File: config.mk
export PLATFORM = sky130hd
export DESIGN_NAME = j_latch_arb_flat
export DESIGN_NICKNAME = d
export VERILOG_FILES = /design/src/rtl/j_latch_arb_if.sv /design/src/rtl/j_latch_arb.sv /design/src/flat_wrapper.sv
export SDC_FILE = /design/constraint.sdc
export NUM_CORES = 1
export LEC_CHECK = 0
export BUFFER_PORTS_ARGS = -buffer_cell sky130_fd_sc_hd__buf_2
export CAP_MARGIN = 30
export CELL_PAD_IN_SITES_DETAIL_PLACEMENT = 0
export CELL_PAD_IN_SITES_GLOBAL_PLACEMENT = 1
export CORE_MARGIN = 2
export CORE_UTILIZATION = 33
export CTS_BUF_LIST = sky130_fd_sc_hd__clkbuf_2
export CTS_CLUSTER_DIAMETER = 120
export CTS_CLUSTER_SIZE = 12
export DETAILED_ROUTE_END_ITERATION = 16
export HOLD_SLACK_MARGIN = 0.08
export PLACE_DENSITY_LB_ADDON = 0.1
export SYNTH_ARGS = -nofsm -noshare
export SYNTH_HDL_FRONTEND = slang
export SYNTH_SLANG_ARGS = --single-unit
File: constraint.sdc
create_clock -name sys_clk -period 1.9 [get_ports sys_clk]
set_input_delay 0.19 -clock sys_clk [delete_from_list [all_inputs] [get_ports sys_clk]]
set_output_delay 0.19 -clock sys_clk [all_outputs]
set_load 0.01 [all_outputs]
File: src/rtl/j_latch_arb_if.sv
// Host/DSP write-request bus into the shared latch-bank arbiter.
// Requesters drive the master side; the arbiter is the slave.
interface j_latch_arb_if #(
  parameter int DW   = 16,
  parameter int NREG = 8
);
  logic            h_req;
  logic [2:0]      h_addr;
  logic [DW-1:0]   h_data;
  logic            h_ack;
  logic            d_req;
  logic [2:0]      d_addr;
  logic [DW-1:0]   d_data;
  logic            d_ack;
  logic [NREG-1:0] wr_en;
  logic [DW-1:0]   wr_data;
  logic            busy;

  modport master (
    output h_req, h_addr, h_data,
    output d_req, d_addr, d_data,
    input  h_ack, d_ack,
    input  wr_en, wr_data, busy
  );

  modport slave (
    input  h_req, h_addr, h_data,
    input  d_req, d_addr, d_data,
    output h_ack, d_ack,
    output wr_en, wr_data, busy
  );
endinterface

File: src/rtl/j_latch_arb.sv
// Round-robin host/DSP arbiter for a shared enable-latch bank.
// One write per two cycles; every output comes straight from a flop.
module j_latch_arb #(
  parameter int DW   = 16,
  parameter int NREG = 8
) (
  input logic           sys_clk,
  input logic           resetl,
  j_latch_arb_if.slave  bus
);

  typedef enum logic {IDLE, WRITE} state_t;
  typedef enum logic {GNT_H, GNT_D} who_t;

  state_t          state_q, state_d;
  who_t            last_q, last_d;
  logic [NREG-1:0] wr_en_q, wr_en_d;
  logic [DW-1:0]   wr_data_q, wr_data_d;
  logic            h_ack_q, h_ack_d;
  logic            d_ack_q, d_ack_d;
  logic            busy_q, busy_d;

  logic            idle;
  logic            pick_h;
  logic            pick_d;

  // Grant decision: host wins alone or on its round-robin turn.
  always_comb begin
    idle   = (state_q == IDLE);
    pick_h = idle && bus.h_req &&
             (!bus.d_req || last_q == GNT_D);
    pick_d = idle && bus.d_req && !pick_h;
  end

  // Next-state and next-output for the single write slot.
  always_comb begin
    state_d   = IDLE;
    last_d    = last_q;
    wr_en_d   = '0;
    wr_data_d = wr_data_q;
    h_ack_d   = 1'b0;
    d_ack_d   = 1'b0;
    busy_d    = 1'b0;
    unique case (1'b1)
      pick_h: begin
        state_d   = WRITE;
        last_d    = GNT_H;
        wr_en_d   = NREG'(1) << bus.h_addr;
        wr_data_d = bus.h_data;
        h_ack_d   = 1'b1;
        busy_d    = 1'b1;
      end
      pick_d: begin
        state_d   = WRITE;
        last_d    = GNT_D;
        wr_en_d   = NREG'(1) << bus.d_addr;
        wr_data_d = bus.d_data;
        d_ack_d   = 1'b1;
        busy_d    = 1'b1;
      end
      default: ;
    endcase
  end

  // FSM and registered outputs; reset aborts any write in flight.
  always_ff @(posedge sys_clk or negedge resetl) begin
    if (!resetl) begin
      state_q   <= IDLE;
      last_q    <= GNT_D;
      wr_en_q   <= '0;
      wr_data_q <= '0;
      h_ack_q   <= 1'b0;
      d_ack_q   <= 1'b0;
      busy_q    <= 1'b0;
    end else begin
      state_q   <= state_d;
      last_q    <= last_d;
      wr_en_q   <= wr_en_d;
      wr_data_q <= wr_data_d;
      h_ack_q   <= h_ack_d;
      d_ack_q   <= d_ack_d;
      busy_q    <= busy_d;
    end
  end

  assign bus.wr_en   = wr_en_q;
  assign bus.wr_data = wr_data_q;
  assign bus.h_ack   = h_ack_q;
  assign bus.d_ack   = d_ack_q;
  assign bus.busy    = busy_q;

endmodule
File: src/flat_wrapper.sv
// flat-port wrapper written by rule: the top's interface ports become plain ports
module j_latch_arb_flat 
#(
  parameter int DW   = 16,
  parameter int NREG = 8
)
  (sys_clk, resetl, bus_h_req, bus_h_addr, bus_h_data, bus_d_req, bus_d_addr, bus_d_data, bus_h_ack, bus_d_ack, bus_wr_en, bus_wr_data, bus_busy);
  j_latch_arb_if #(.DW(DW), .NREG(NREG)) bus_i ();
  input logic sys_clk;
  input logic resetl;
  input wire logic [$bits(bus_i.h_req)-1:0] bus_h_req;
  input wire logic [$bits(bus_i.h_addr)-1:0] bus_h_addr;
  input wire logic [$bits(bus_i.h_data)-1:0] bus_h_data;
  input wire logic [$bits(bus_i.d_req)-1:0] bus_d_req;
  input wire logic [$bits(bus_i.d_addr)-1:0] bus_d_addr;
  input wire logic [$bits(bus_i.d_data)-1:0] bus_d_data;
  output wire logic [$bits(bus_i.h_ack)-1:0] bus_h_ack;
  output wire logic [$bits(bus_i.d_ack)-1:0] bus_d_ack;
  output wire logic [$bits(bus_i.wr_en)-1:0] bus_wr_en;
  output wire logic [$bits(bus_i.wr_data)-1:0] bus_wr_data;
  output wire logic [$bits(bus_i.busy)-1:0] bus_busy;
  assign bus_i.h_req = bus_h_req;
  assign bus_i.h_addr = bus_h_addr;
  assign bus_i.h_data = bus_h_data;
  assign bus_i.d_req = bus_d_req;
  assign bus_i.d_addr = bus_d_addr;
  assign bus_i.d_data = bus_d_data;
  assign bus_h_ack = bus_i.h_ack;
  assign bus_d_ack = bus_i.d_ack;
  assign bus_wr_en = bus_i.wr_en;
  assign bus_wr_data = bus_i.wr_data;
  assign bus_busy = bus_i.busy;
  j_latch_arb #(.DW(DW), .NREG(NREG)) u_core (.sys_clk(sys_clk), .resetl(resetl), .bus(bus_i));
endmodule
Yosys cells after proc, flatten, opt, wreduce, memory -nomap -nowiden:

Index checks and enable logic that the tools add are counted.

* bits in registers: 28
* bits of input ports: 42
* output and inout port bits: 27
* logic and storage cells: 24

* shifts and indexed selects: 2
* muxes and demuxes: 6
* bitwise operators: 1
* reduce and logical (&&, ||, !) cells: 9

Operator list (number)
* $pmux 16 s2: 1
* $pmux 8 s2: 1
* $shl 1x3->8 const A: 2
* $logic_and 1x1->1: 4
* $mux 1: 3
* $logic_not 1->1: 2
* $pmux 1 s2: 1
* $reduce_bool 2->1: 1
* $reduce_or 2->1: 1
* $logic_or 1x1->1: 1
* $not 1->1: 1

Longest topological paths before layout:

* depth in word-level cells: 7
* mapped depth: 5
* gate-level depth less buffers: 3

Worst setup path after synthesis:

No wires, ideal clock.

* path type: register -> register
* from: reg u_core.state_q
* to: reg u_core.wr_data_q[0] (netlist: u_core.bus.wr_data[0])
* setup time: 126 ps
* arrival time: 1359 ps
* required time: 1774 ps
* path slack: 415 ps
* stages on the path, launching flop included: 6
* buffers on the path: 2
* cells stage by stage: dfrtp_1 -> buf_2 -> o21bai_1 -> clkbuf_1 -> and2_0 -> a221o_1

* longest elaborated chain between the ends: 6
* elaborated cells between the ends (all ways): 8
* those cells by class: mux: 1; bitwise: 1; reduce/logical: 6

RTL lines
* start: declaration: line j_latch_arb.sv:15 `state_t state_q, state_d;`
* start signal: assignment: line j_latch_arb.sv:76 `state_q <= state_d;`
* $not 1->1 (*): line j_latch_arb.sv:29 `idle = (state_q == IDLE);`
* $logic_and 1x1->1 (2 in a row): line j_latch_arb.sv:30 `pick_h = idle && bus.h_req &&`
* $logic_not 1->1: line j_latch_arb.sv:32 `pick_d = idle && bus.d_req && !pick_h;`
* $logic_and 1x1->1: line j_latch_arb.sv:32
* $pmux 16 s2 / $reduce_bool 2->1 (equally long branches)
* end signal: assignment: line j_latch_arb.sv:79 `wr_data_q <= wr_data_d;`
* end: declaration: line j_latch_arb.sv:18 `logic [DW-1:0] wr_data_q, wr_data_d;`

Mark *: on every way between the ends. The rest lies on a longest branch, timed or not.
A chain may end at the register's enable or synchronous reset.

Worst setup path after layout:

* from: in bus_h_req
* to: reg u_core.wr_data_q[12] (netlist: u_core.bus.wr_data[12])

* longest elaborated chain between the ends: 5
* elaborated cells between the ends (all ways): 6
* those cells by class: mux: 1; reduce/logical: 5

RTL lines
* start: declaration: line flat_wrapper.sv:11 `input wire logic [$bits(bus_i.h_req)-1:0] bus_h_req;`
* $logic_and 1x1->1 (*) (2 in a row): line j_latch_arb.sv:30
* $logic_not 1->1: line j_latch_arb.sv:32
* $logic_and 1x1->1: line j_latch_arb.sv:32
* $pmux 16 s2 / $reduce_bool 2->1 (equally long branches)

Marked as above.

==> flow_summary.json <==
{
  "yosysWarningCount": 0,
  "fp-row-count": 22,
  "status": "complete, no violations",
  "place.gp.congestion": 0.661,
  "die_width_microns": 64.7,
  "utilization": 0.550,
  "post_drt_via_cell_ratio": 4.75,
  "drc": 0,
  "final_layout_size_suffix_gt1_frac": 0.384,
  "cpLargestDelayFamily": "buffers and inverters",
  "power_leakage_nw": 0.974,
  "cp_num_buf_inv": 2,
  "dpl.cell_count": 212,
  "worst_pin_slew_ns": 0.713,
  "slowest_delay_ns": 0.56,
  "tritoncts": "done",
  "htree_levels": 1,
  "powerDensity_mw_per_mm2": 746,
  "diodes": 0,
  "grt_max_degree": 29,
  "wl_mm": 3.61,
  "die-area_sq_mm": 0.00418,
  "timing.final.crit_share": 0.868,
  "crit_path_top_delay_cell": "nor2_2",
  "critPathLaunchType": "primary input",
  "hold_viol": 0,
  "path_cells": "dlygate4sd3_1 -> buf_2 -> a21bo_2 -> nor2_2 -> a221o_1",
  "cts_resized": 0,
  "rsz0062_at_grt": "no",
  "ys_types": 27,
  "netlist_instances": 98,
  "slew_headroom": 0.524,
  "path_max_fanout": 17,
  "synthesis.area_sq_mm": 0.00121,
  "insertion_delay_ns": 0.36,
  "grt_pass1_wl_mm": 5.69,
  "seq_area_frac_synth": 0.578,
  "grt_pass1_vias": 1238,
  "drtIter0Drc": 57,
  "fillers": 346,
  "syn_to_final_growth_pct": 63.3,
  "grt-ovfl-total": 0,
  "period_minus_slack_ns": 1.65,
  "antenna_found_initial": 0,
  "final.setup_skew_ns": 0.0197,
  "ff2ff_setup_slack_ns": 0.30,
  "drv_slew": 0,
  "syn_avg_cell_area_sq_um": 12.4,
  "instances_no_fill": 251,
  "wl_per_cell_microns": 14.4,
  "detail-route-antenna-nets": 0,
  "synth_area_leaders": "dfrtp_1 56%, a221o_1 13%, a211oi_1 4.9%",
  "grt_usage": 0.178,
  "timing.fmax_ghz": 0.606,
  "cts_buffer_depth": 2,
  "ios": 69,
  "hpwl_mm": 2.23,
  "worstSetupPathType": "primary input to flip-flop",
  "ir_drop_mv": 0.340,
  "finalSetupViolations": 0,
  "fin_setup_tns_ns": 0,
  "arrival_ns": 1.96,
  "num_vias": 1192,
  "drv_cap": 0,
  "netlist.top_cell.by_area": "dfrtp_1",
  "cts_buffers": 3,
  "end_kind": "flip-flop",
  "required_ns": 2.21,
  "ys_seq_elements": 28,
  "path_clk_slew_ns": 0.23,
  "dr.pass1.iters": 4,
  "ff_latch_area_sq_um": 702,
  "fin_nets": 246,
  "initial_utilization": 0.337,
  "port_buffers": 68,
  "numClockSinks": 28,
  "hold_path_class": "primary input to flip-flop",
  "synth.top_cell.area_share": 0.556,
  "die_h_microns": 64.7,
  "root_buffer": "clkbuf_2",
  "multi_input_area_sq_um": 479,
  "coreArea_sq_mm": 0.00361,
  "synth_fp_nets": 140
}
==> tightest hold or removal path: stages <==
cell and delay, ns:
buf_2 0.12, nand4_1 0.09, a211oi_1 0.07
==> where the power goes <==
part           switching (W)  internal (W)
clock network       0.000169     0.0000457
registers          0.0000482      0.000700
logic               0.000247      0.000269
total               0.000465       0.00102
==> stage by stage <==
step | setup slack (ns) | hold slack, ns | total power (W) | cell area [sq um]
3_3_place_gp | 0.400 | 0.239 | 0.00121 | 1620
3_5_place_dp | 0.398 | 0.248 | 0.00121 | 1620
5_1_grt | 0.202 | 0.0937 | 0.00159 | 1980
2_1_floorplan | 0.415 | -0.106 | 0.00101 | 1210
6_report | 0.250 | 0.132 | 0.00148 | 1980
4_1_cts | 0.270 | 0.101 | 0.00150 | 1980
==> area by class of cell <==
type | count | share of cell area
Sequential cell | 28 | 0.354
Tap cell | 48 | 0.0303
Multi-Input combinational cell | 62 | 0.241
Clock buffer | 3 | 0.00757
Clock inverter | 1 | 0.00189
Timing Repair Buffer | 106 | 0.359
Inverter | 3 | 0.00567
==> metal layers <==
layer  global-route usage  share of wire
met4               0.0585          0.012
met3               0.0278          0.043
met2                0.339           0.52
met5                    0              0
met1                0.202           0.42
==> Yosys cell counts <==
master and count:
buf_2 3, a221o_1 16, a31oi_1 1, a2bb2oi_1 1
dfrtp_1 27, nand2_1 1, nand4b_1 2, nor2_2 1
o32a_1 1, or4_1 1, a21bo_2 1, o21ai_0 3
clkbuf_1 2, and2_1 7, nand4_1 1, nor3_4 1
nor2_1 1, o21bai_1 1, dfstp_2 1, nor2b_1 2
and2_0 9, a211oi_1 8, a21boi_0 1, o211ai_1 1
and2b_1 1, inv_1 3, a21oi_1 1
==> flip-flops by register name, summed over array words and instances (netlist names) <==
name	flops
u_core.bus.h_ack	1
u_core.bus.wr_en	8
u_core.bus.d_ack	1
u_core.bus.wr_data	16
u_core.state_q	1
u_core.last_q	1
==> logic make-up after synthesis <==
| logic type | Yosys count | share of synthesized area |
|---|---|---|
| AOI/OAI and AO/OA | 35 | 0.245 |
| buffers and inverters | 8 | 0.0278 |
| and+or+nand+nor | 27 | 0.149 |
| DFF | 28 | 0.578 |
==> cell usage in the layout (no fill, tap or decap), types with 2 or more instances in the layout <==
cell / netlist / routed
a211oi_1: 8 / 8
a221o_1: 16 / 16
and2_0: 9 / 9
and2_1: 7 / 7
buf_2: 3 / 68
buf_4: 0 / 3
clkbuf_2: 0 / 3
dfrtp_1: 27 / 27
dlygate4sd3_1: 0 / 35
inv_1: 3 / 3
nand4b_1: 2 / 2
nor2b_1: 2 / 2
o21ai_0: 3 / 3
==> worst paths after layout <==
| kind | to | from | cells past startpoint |
|---|---|---|---|
| worst max register to register | u_core.last_q$_DFFE_PN1P_ | u_core.state_q$_DFF_PN0_ | 5 |
| worst max-delay path | u_core.bus.wr_data[12]$_DFFE_PN0P_ | bus_h_req | 5 |
| worst min-delay path | u_core.bus.wr_en[3]$_DFF_PN0_ | bus_d_addr[0] | 3 |
| min in group asynchronous | u_core.bus.wr_data[3]$_DFFE_PN0P_ | resetl | 2 |
| max in group asynchronous | u_core.bus.wr_en[0]$_DFF_PN0_ | resetl | 2 |
| worst min register to register | u_core.bus.wr_data[5]$_DFFE_PN0P_ | u_core.bus.wr_data[5]$_DFFE_PN0P_ | 2 |
==> repair_timing <==
action | CTS | global route
setup endpoints to repair | 0 | 0
hold buffers | 35 | 0
hold endpoints to repair | 44 | 0
setup buffers | 0 | 0
(Power assumes the default switching activity.)
